===== config.mk =====
export PLATFORM = sky130hd
export DESIGN_NAME = uart_game_decoder_flat
export DESIGN_NICKNAME = d
export VERILOG_FILES = /design/src/rtl/uart_game_decoder_pkg.sv /design/src/rtl/uart_game_decoder_if.sv /design/src/rtl/uart_game_decoder_timeout.sv /design/src/rtl/uart_game_decoder.sv /design/src/flat_wrapper.sv
export SDC_FILE = /design/constraint.sdc
export NUM_CORES = 1
export LEC_CHECK = 0
export CORE_MARGIN = 3
export CORE_UTILIZATION = 45
export CTS_CLUSTER_SIZE = 10
export DETAILED_ROUTE_END_ITERATION = 10
export PLACE_DENSITY = 0.66
export SLEW_MARGIN = 10
export SYNTH_ARGS = -nofsm -noshare
export SYNTH_HDL_FRONTEND = slang
export SYNTH_SLANG_ARGS = --single-unit

===== constraint.sdc =====
create_clock -name clk -period 5.5 [get_ports clk]
set_input_delay 1.65 -clock clk [delete_from_list [all_inputs] [get_ports clk]]
set_output_delay 1.65 -clock clk [all_outputs]
set_load 0.02 [all_outputs]

===== src/rtl/uart_game_decoder_pkg.sv =====
//------------------------------------------------------------------------------
// uart_game_pkg: shared frame layout, field widths and reserved-bit masks
// for the game-state UART link. Rev 1.0
//------------------------------------------------------------------------------
`default_nettype none

package uart_game_pkg;

  localparam int FRAME_LEN = 11;

  localparam int POS_W = 12;
  localparam int CHP_W = 4;
  localparam int BHP_W = 7;

  typedef enum logic [3:0] {
    IDX_CX_L = 4'd0,
    IDX_CX_H = 4'd1,
    IDX_CY_L = 4'd2,
    IDX_CY_H = 4'd3,
    IDX_CHP  = 4'd4,
    IDX_BHP  = 4'd5,
    IDX_BX_L = 4'd6,
    IDX_BX_H = 4'd7,
    IDX_BY_L = 4'd8,
    IDX_BY_H = 4'd9,
    IDX_GND  = 4'd10
  } byte_idx_t;

  localparam logic [7:0] RSVD_NONE = 8'h00;
  localparam logic [7:0] RSVD_HI   = 8'hF0;
  localparam logic [7:0] RSVD_BHP  = 8'h80;
  localparam logic [7:0] RSVD_GND  = 8'hFE;

  // Bits that must be zero in the byte at a given frame position.
  function automatic logic [7:0] rsvd_mask(input byte_idx_t idx);
    case (idx)
      IDX_CX_H, IDX_CY_H, IDX_CHP, IDX_BX_H, IDX_BY_H: rsvd_mask = RSVD_HI;
      IDX_BHP:                                         rsvd_mask = RSVD_BHP;
      IDX_GND:                                         rsvd_mask = RSVD_GND;
      default:                                         rsvd_mask = RSVD_NONE;
    endcase
  endfunction

endpackage

`default_nettype wire


===== src/rtl/uart_game_decoder_if.sv =====
//------------------------------------------------------------------------------
// uart_game_rx_if: RX FIFO head/pop handshake between FIFO and decoder.
// Rev 1.0
//------------------------------------------------------------------------------
`default_nettype none

interface uart_game_rx_if #(
  parameter int DATA_WIDTH = 8
);
  logic                  rx_empty;
  logic [DATA_WIDTH-1:0] rx_data;
  logic                  uart_rd;

  modport master (output rx_empty, output rx_data, input  uart_rd);
  modport slave  (input  rx_empty, input  rx_data, output uart_rd);
endinterface

`default_nettype wire


===== src/rtl/uart_game_decoder_timeout.sv =====
//------------------------------------------------------------------------------
// uart_game_timeout: reloadable down-counter; o_expire pulses on the
// TIMEOUT-th consecutive enabled cycle since the last clear. Rev 1.0
//------------------------------------------------------------------------------
`default_nettype none

module uart_game_timeout #(
  parameter int TIMEOUT = 16
) (
  input  wire logic clk,
  input  wire logic rst,
  input  wire logic i_clr,
  input  wire logic i_en,
  output logic      o_expire
);

  localparam int               CNT_W = (TIMEOUT > 1) ? $clog2(TIMEOUT) : 1;
  localparam logic [CNT_W-1:0] LOAD  = CNT_W'(TIMEOUT - 1);

  logic [CNT_W-1:0] r_rem;

  // Clear has priority, so a clear in the expiring cycle suppresses the pulse.
  assign o_expire = i_en && !i_clr && (r_rem == '0);

  always_ff @(posedge clk) begin
    if (rst || i_clr) begin
      r_rem <= LOAD;
    end else if (i_en) begin
      r_rem <= (r_rem == '0) ? LOAD : r_rem - 1'b1;
    end
  end

endmodule

`default_nettype wire


===== src/rtl/uart_game_decoder.sv =====
//------------------------------------------------------------------------------
// uart_game_decoder: reassembles 11-byte game frames from the UART RX FIFO
// and publishes them atomically. Rev 1.0
//------------------------------------------------------------------------------
`default_nettype none

module uart_game_decoder
  import uart_game_pkg::*;
#(
  parameter int DATA_WIDTH   = 8,
  parameter int GAP_TIMEOUT  = 200_000,
  parameter int LINK_TIMEOUT = 6_500_000
) (
  input  wire logic       clk,
  input  wire logic       rst,
  uart_game_rx_if.slave   rx,
  output logic [POS_W-1:0] o_char_x,
  output logic [POS_W-1:0] o_char_y,
  output logic [CHP_W-1:0] o_char_hp,
  output logic [BHP_W-1:0] o_boss_hp,
  output logic [POS_W-1:0] o_boss_x,
  output logic [POS_W-1:0] o_boss_y,
  output logic             o_on_ground,
  output logic             o_frame_valid,
  output logic             o_frame_err,
  output logic [7:0]       o_err_cnt,
  output logic             o_link_up
);

  byte_idx_t        r_idx;
  logic [POS_W-1:0] r_sh_cx, r_sh_cy, r_sh_bx, r_sh_by;
  logic [CHP_W-1:0] r_sh_chp;
  logic [BHP_W-1:0] r_sh_bhp;

  logic [POS_W-1:0] r_char_x, r_char_y, r_boss_x, r_boss_y;
  logic [CHP_W-1:0] r_char_hp;
  logic [BHP_W-1:0] r_boss_hp;
  logic             r_on_ground, r_frame_valid, r_frame_err, r_link_up;
  logic [7:0]       r_err_cnt;

  logic       w_accept, w_bad, w_good, w_bad_acc, w_commit, w_drop;
  logic       w_gap_clr, w_gap_en, w_gap_exp, w_link_exp;
  logic [7:0] w_byte;

  // The FIFO head is consumed in the same cycle it is requested.
  assign rx.uart_rd = !rx.rx_empty && !rst;
  assign w_accept   = rx.uart_rd;
  assign w_byte     = rx.rx_data;
  assign w_bad      = |(w_byte & rsvd_mask(r_idx));
  assign w_good     = w_accept && !w_bad;
  assign w_bad_acc  = w_accept && w_bad;
  assign w_commit   = w_good && (r_idx == IDX_GND);
  assign w_drop     = w_bad_acc || w_gap_exp;

  assign w_gap_clr  = w_accept || (r_idx == IDX_CX_L);
  assign w_gap_en   = (r_idx != IDX_CX_L) && !w_accept;

  uart_game_timeout #(.TIMEOUT(GAP_TIMEOUT)) u_gap_timer (
    .clk      (clk),
    .rst      (rst),
    .i_clr    (w_gap_clr),
    .i_en     (w_gap_en),
    .o_expire (w_gap_exp)
  );

  uart_game_timeout #(.TIMEOUT(LINK_TIMEOUT)) u_link_timer (
    .clk      (clk),
    .rst      (rst),
    .i_clr    (w_commit),
    .i_en     (1'b1),
    .o_expire (w_link_exp)
  );

  always_ff @(posedge clk) begin
    if (rst) begin
      r_idx         <= IDX_CX_L;
      r_sh_cx       <= '0;
      r_sh_cy       <= '0;
      r_sh_bx       <= '0;
      r_sh_by       <= '0;
      r_sh_chp      <= '0;
      r_sh_bhp      <= '0;
      r_char_x      <= '0;
      r_char_y      <= '0;
      r_char_hp     <= '0;
      r_boss_hp     <= '0;
      r_boss_x      <= '0;
      r_boss_y      <= '0;
      r_on_ground   <= 1'b0;
      r_frame_valid <= 1'b0;
      r_frame_err   <= 1'b0;
      r_err_cnt     <= '0;
      r_link_up     <= 1'b0;
    end else begin
      r_frame_valid <= w_commit;
      r_frame_err   <= w_drop;

      if (w_drop) begin
        r_idx <= IDX_CX_L;
        if (r_err_cnt != 8'hFF) begin
          r_err_cnt <= r_err_cnt + 8'd1;
        end
      end else if (w_good) begin
        r_idx <= w_commit ? IDX_CX_L : byte_idx_t'(r_idx + 4'd1);
      end

      if (w_good) begin
        case (r_idx)
          IDX_CX_L: r_sh_cx[7:0]  <= w_byte;
          IDX_CX_H: r_sh_cx[11:8] <= w_byte[3:0];
          IDX_CY_L: r_sh_cy[7:0]  <= w_byte;
          IDX_CY_H: r_sh_cy[11:8] <= w_byte[3:0];
          IDX_CHP:  r_sh_chp      <= w_byte[3:0];
          IDX_BHP:  r_sh_bhp      <= w_byte[6:0];
          IDX_BX_L: r_sh_bx[7:0]  <= w_byte;
          IDX_BX_H: r_sh_bx[11:8] <= w_byte[3:0];
          IDX_BY_L: r_sh_by[7:0]  <= w_byte;
          IDX_BY_H: r_sh_by[11:8] <= w_byte[3:0];
          default:  ;
        endcase
      end

      // GND is the final byte, so on_ground comes straight from the bus.
      if (w_commit) begin
        r_char_x    <= r_sh_cx;
        r_char_y    <= r_sh_cy;
        r_char_hp   <= r_sh_chp;
        r_boss_hp   <= r_sh_bhp;
        r_boss_x    <= r_sh_bx;
        r_boss_y    <= r_sh_by;
        r_on_ground <= w_byte[0];
      end

      if (w_commit) begin
        r_link_up <= 1'b1;
      end else if (w_link_exp) begin
        r_link_up <= 1'b0;
      end
    end
  end

  assign o_char_x      = r_char_x;
  assign o_char_y      = r_char_y;
  assign o_char_hp     = r_char_hp;
  assign o_boss_hp     = r_boss_hp;
  assign o_boss_x      = r_boss_x;
  assign o_boss_y      = r_boss_y;
  assign o_on_ground   = r_on_ground;
  assign o_frame_valid = r_frame_valid;
  assign o_frame_err   = r_frame_err;
  assign o_err_cnt     = r_err_cnt;
  assign o_link_up     = r_link_up;

endmodule

`default_nettype wire


===== src/flat_wrapper.sv =====
// flat-port wrapper written by rule: the top's interface ports become plain ports
module uart_game_decoder_flat import uart_game_pkg::*;
#(
  parameter int DATA_WIDTH   = 8,
  parameter int GAP_TIMEOUT  = 200_000,
  parameter int LINK_TIMEOUT = 6_500_000
)
  (clk, rst, o_char_x, o_char_y, o_char_hp, o_boss_hp, o_boss_x, o_boss_y, o_on_ground, o_frame_valid, o_frame_err, o_err_cnt, o_link_up, rx_rx_empty, rx_rx_data, rx_uart_rd);
  uart_game_rx_if #(.DATA_WIDTH(DATA_WIDTH)) rx_i ();
  input  wire logic clk;
  input  wire logic rst;
  output logic [POS_W-1:0] o_char_x;
  output logic [POS_W-1:0] o_char_y;
  output logic [CHP_W-1:0] o_char_hp;
  output logic [BHP_W-1:0] o_boss_hp;
  output logic [POS_W-1:0] o_boss_x;
  output logic [POS_W-1:0] o_boss_y;
  output logic o_on_ground;
  output logic o_frame_valid;
  output logic o_frame_err;
  output logic [7:0] o_err_cnt;
  output logic o_link_up;
  input wire logic [$bits(rx_i.rx_empty)-1:0] rx_rx_empty;
  input wire logic [$bits(rx_i.rx_data)-1:0] rx_rx_data;
  output wire logic [$bits(rx_i.uart_rd)-1:0] rx_uart_rd;
  assign rx_i.rx_empty = rx_rx_empty;
  assign rx_i.rx_data = rx_rx_data;
  assign rx_uart_rd = rx_i.uart_rd;
  uart_game_decoder #(.DATA_WIDTH(DATA_WIDTH), .GAP_TIMEOUT(GAP_TIMEOUT), .LINK_TIMEOUT(LINK_TIMEOUT)) u_core (.clk(clk), .rst(rst), .rx(rx_i), .o_char_x(o_char_x), .o_char_y(o_char_y), .o_char_hp(o_char_hp), .o_boss_hp(o_boss_hp), .o_boss_x(o_boss_x), .o_boss_y(o_boss_y), .o_on_ground(o_on_ground), .o_frame_valid(o_frame_valid), .o_frame_err(o_frame_err), .o_err_cnt(o_err_cnt), .o_link_up(o_link_up));
endmodule

==> results_dict.tcl <==
set metrics [dict create \
    outcome "complete, no violations" \
    synth.avg_cell_area_um2 8.25 \
    hold_path_end "u_core.u_gap_timer.r_rem[0]$_SDFFE_PP1P_" \
    holdCritStartpoint "u_core.u_gap_timer.r_rem[0]$_SDFFE_PP1P_" \
    crit_path_max_fanout 9 \
    powerDensity_mw_per_mm2 310 \
    drc_errors 0 \
    row_count 45 \
    finalNetCount 926 \
    swShare_pct 23.2 \
    ir_drop_v 0.000208 \
    clock_latency_ps 430 \
    yosys_register_bits 175 \
    end_kind "primary output" \
    synth_area_leaders "dfxtp_1 50%, a21oi_1 8.4%, nand2_1 7.8%" \
    drtPass1Iterations 6 \
    arrival_ps 3220 \
    maxSlewViolCount 0 \
    clk_path_buf_depth 2 \
    clkTransAtPathRegs_ps 60 \
    grt_overflow_total 0 \
    holdPathStages 1 \
    grt_pass1_vias 5528 \
    worstRegToRegCells 7 \
    finalWorstSetupSlack_ps 626 \
    tns_ps 0 \
    worstPathRequired_ps 3850 \
    synth_cell_type_count 46 \
    hold_class "register to register" \
    p_int_w 0.00205 \
    post-place-ws_ps 632 \
    utilization_pct 56.5 \
    tightest_slew_ps 1080 \
    yosysTopAreaCell "dfxtp_1" \
    avgViaCountPerCell 5.33 \
    top_level_ports 83 \
    synth_top_area_share_pct 49.8 \
    wl_met2_mm 7.73 \
    synth_cells 852 \
    relSlewSlack_pct 27.7 \
    cts_root_buf "clkbuf_16" \
    core_mm2 0.0153 \
    critical_path_class "input port to primary output" \
    synth_area_mm2 0.00703 \
    ctsHoldBuffers 0 \
    topRoutingLayerUsed "met4" \
    power_frac_comb_pct 4.5 \
    numCtsBuffers 17 \
    dieHeight_um 131 \
    synth_edf_count 0 \
    layout_min_cycle_time_ps 4870 \
    antenna_found_initial 0 \
    r2r_start "u_core.r_idx[0]$_SDFFE_PP0N_" \
    syn_to_final_growth_pct 22.7 \
    fmax_ghz 0.205 \
    cts_resized 0 \
    drive_gt1_share_pct 6.84 \
    place_congestion 0.786 \
    grt_usage_pct 19.9 \
    drtIter0Drc 499 \
    fin_worst_skew_ps 7.79 \
    switchingPower_w 0.000619 \
    dieArea_mm2 0.0172 \
    seq_area_frac_synth_pct 49.8 \
    hold_viol_final 0 \
    crit_path_start_kind "input port" \
    initial_core_util_pct 46.1 \
    post_cts_buffers 0 \
    r2r-end "u_core.o_err_cnt[4]$_SDFFE_PP0P_" \
    pwr-share-seq_pct 47.9 \
    avgRoutedWirePerCell_um 14.7 \
    period_share_pct 88.6 \
    numPortBuffers 82 \
    clkPwrFrac_pct 47.6 \
    drv_cap 0 \
    p_leak_nw 2.92 \
    async_flop_share_pct 0 \
    diodes 0 \
    htreeDepth 4 \
    tritoncts "built" \
    dp_hpwl_mm 10.5 \
    grt_max_degree 72 \
    dr_wl_met3_um 788 \
    syn-num-nets 870 \
    reg2reg_slack_ps 2400 \
    rsz0062_at_grt "no" \
    synth-warning-count 0 \
    ys.flop_type "dfxtp_1" \
    wl_met1_mm 7.93 \
    mostFrequentLayoutCells "175 x dfxtp_1, 146 x nand2_1, 118 x a21oi_1, 81 x clkdlybuf4s50_1, 71 x nand3_1" \
    vias 6028 \
    grt_pass1_wl_mm 27.4 \
    cts_sinks 175 \
    final_common_cell "dfxtp_1" \
    die_w_um 131 \
    setup_viol_count_final 0 \
    routed_wl_mm 16.6 \
    final_antenna_net_count 0 \
]
==> layer usage <==
layer	global-route usage, %	vias to the layer above
li1	-	3065
met1	27.7	2814
met2	30.7	133
met3	5.20	16
met4	5.32	0
met5	0	-
==> power groups by stage <==
stage | sequential (W) | clock, W | combinational, W
after floorplan | 0.00131 | 0 | 0.0000768
after global placement | 0.00131 | 0 | 0.000119
after detailed placement | 0.00131 | 0 | 0.000120
after CTS | 0.00128 | 0.00129 | 0.000120
after global routing | 0.00128 | 0.00134 | 0.000132
final | 0.00128 | 0.00127 | 0.000120
==> synthesized netlist by cell type, types with 2 or more instances <==
| cell | number |
|---|---|
| a2111oi_0 | 3 |
| a211oi_1 | 5 |
| a21o_1 | 14 |
| a21oi_1 | 118 |
| and2_1 | 7 |
| and3_1 | 16 |
| buf_2 | 6 |
| clkbuf_1 | 50 |
| dfxtp_1 | 175 |
| ha_1 | 7 |
| inv_1 | 13 |
| mux2_2 | 5 |
| nand2_1 | 146 |
| nand3_1 | 71 |
| nand3b_1 | 3 |
| nand4_1 | 4 |
| nor2_1 | 30 |
| nor2b_1 | 7 |
| nor3_1 | 17 |
| nor3b_1 | 3 |
| nor4_1 | 9 |
| nor4b_1 | 2 |
| o211ai_1 | 3 |
| o21a_1 | 2 |
| o21ai_0 | 65 |
| o21ai_1 | 3 |
| o31ai_1 | 2 |
| or2_2 | 4 |
| or3_1 | 16 |
| or4_2 | 2 |
| xnor2_1 | 17 |
| xor2_1 | 13 |
==> state kept, by name (all words and copies together) (netlist names), 12 cells and up <==
register,count
u_core.o_boss_x,12
u_core.o_boss_y,12
u_core.o_char_x,12
u_core.o_char_y,12
u_core.r_sh_bx,12
u_core.r_sh_by,12
u_core.r_sh_cx,12
u_core.r_sh_cy,12
u_core.u_gap_timer.r_rem,18
u_core.u_link_timer.r_rem,23
==> cell type report <==
type	count	area [um^2]
Inverter	13	48.8
Multi-Input combinational cell	607	3270
Fill cell	1456	6630
Tap cell	211	264
Sequential cell	175	3500
Clock buffer	19	453
Clock inverter	13	176
Timing Repair Buffer	94	908
==> worst max-delay path, cell delays in order <==
cell and delay [ps]:
clkdlybuf4s50_1 460, or2_2 410, inv_1 100, clkdlybuf4s50_1 610
==> worst max-delay path by stage <==
stage                  to  cells after the start  slack, ps        start
6_report       rx_uart_rd                      4        630  rx_rx_empty
4_1_cts        rx_uart_rd                      4        620  rx_rx_empty
5_1_grt        rx_uart_rd                      4        560  rx_rx_empty
3_3_place_gp   rx_uart_rd                      4        640  rx_rx_empty
3_5_place_dp   rx_uart_rd                      4        630  rx_rx_empty
2_1_floorplan  rx_uart_rd                      4       1290  rx_rx_empty
==> kinds of logic (layout without fill, tap and decap cells) <==
kind of cell    Yosys count  count (layout)  share of synthesized area, %
simple gates            342             342                          23.1
buf+inv                  70             139                          3.86
mux                       6               6                         0.943
fa+ha+maj                 7               7                          1.25
flops                   175             175                          49.8
compound gates          222             222                          17.3
xor+xnor                 30              30                          3.74
==> per-stage QoR <==
stage	instances	power, W	cell area (um^2)	hold WS [ps]
3_3_place_gp	1100	0.00143	8000	378
2_1_floorplan	852	0.00138	7030	367
5_1_grt	1132	0.00276	8630	415
3_5_place_dp	1100	0.00143	8000	381
4_1_cts	1132	0.00269	8630	397
6_report	1132	0.00267	8630	395
(Power assumes the default switching activity.)
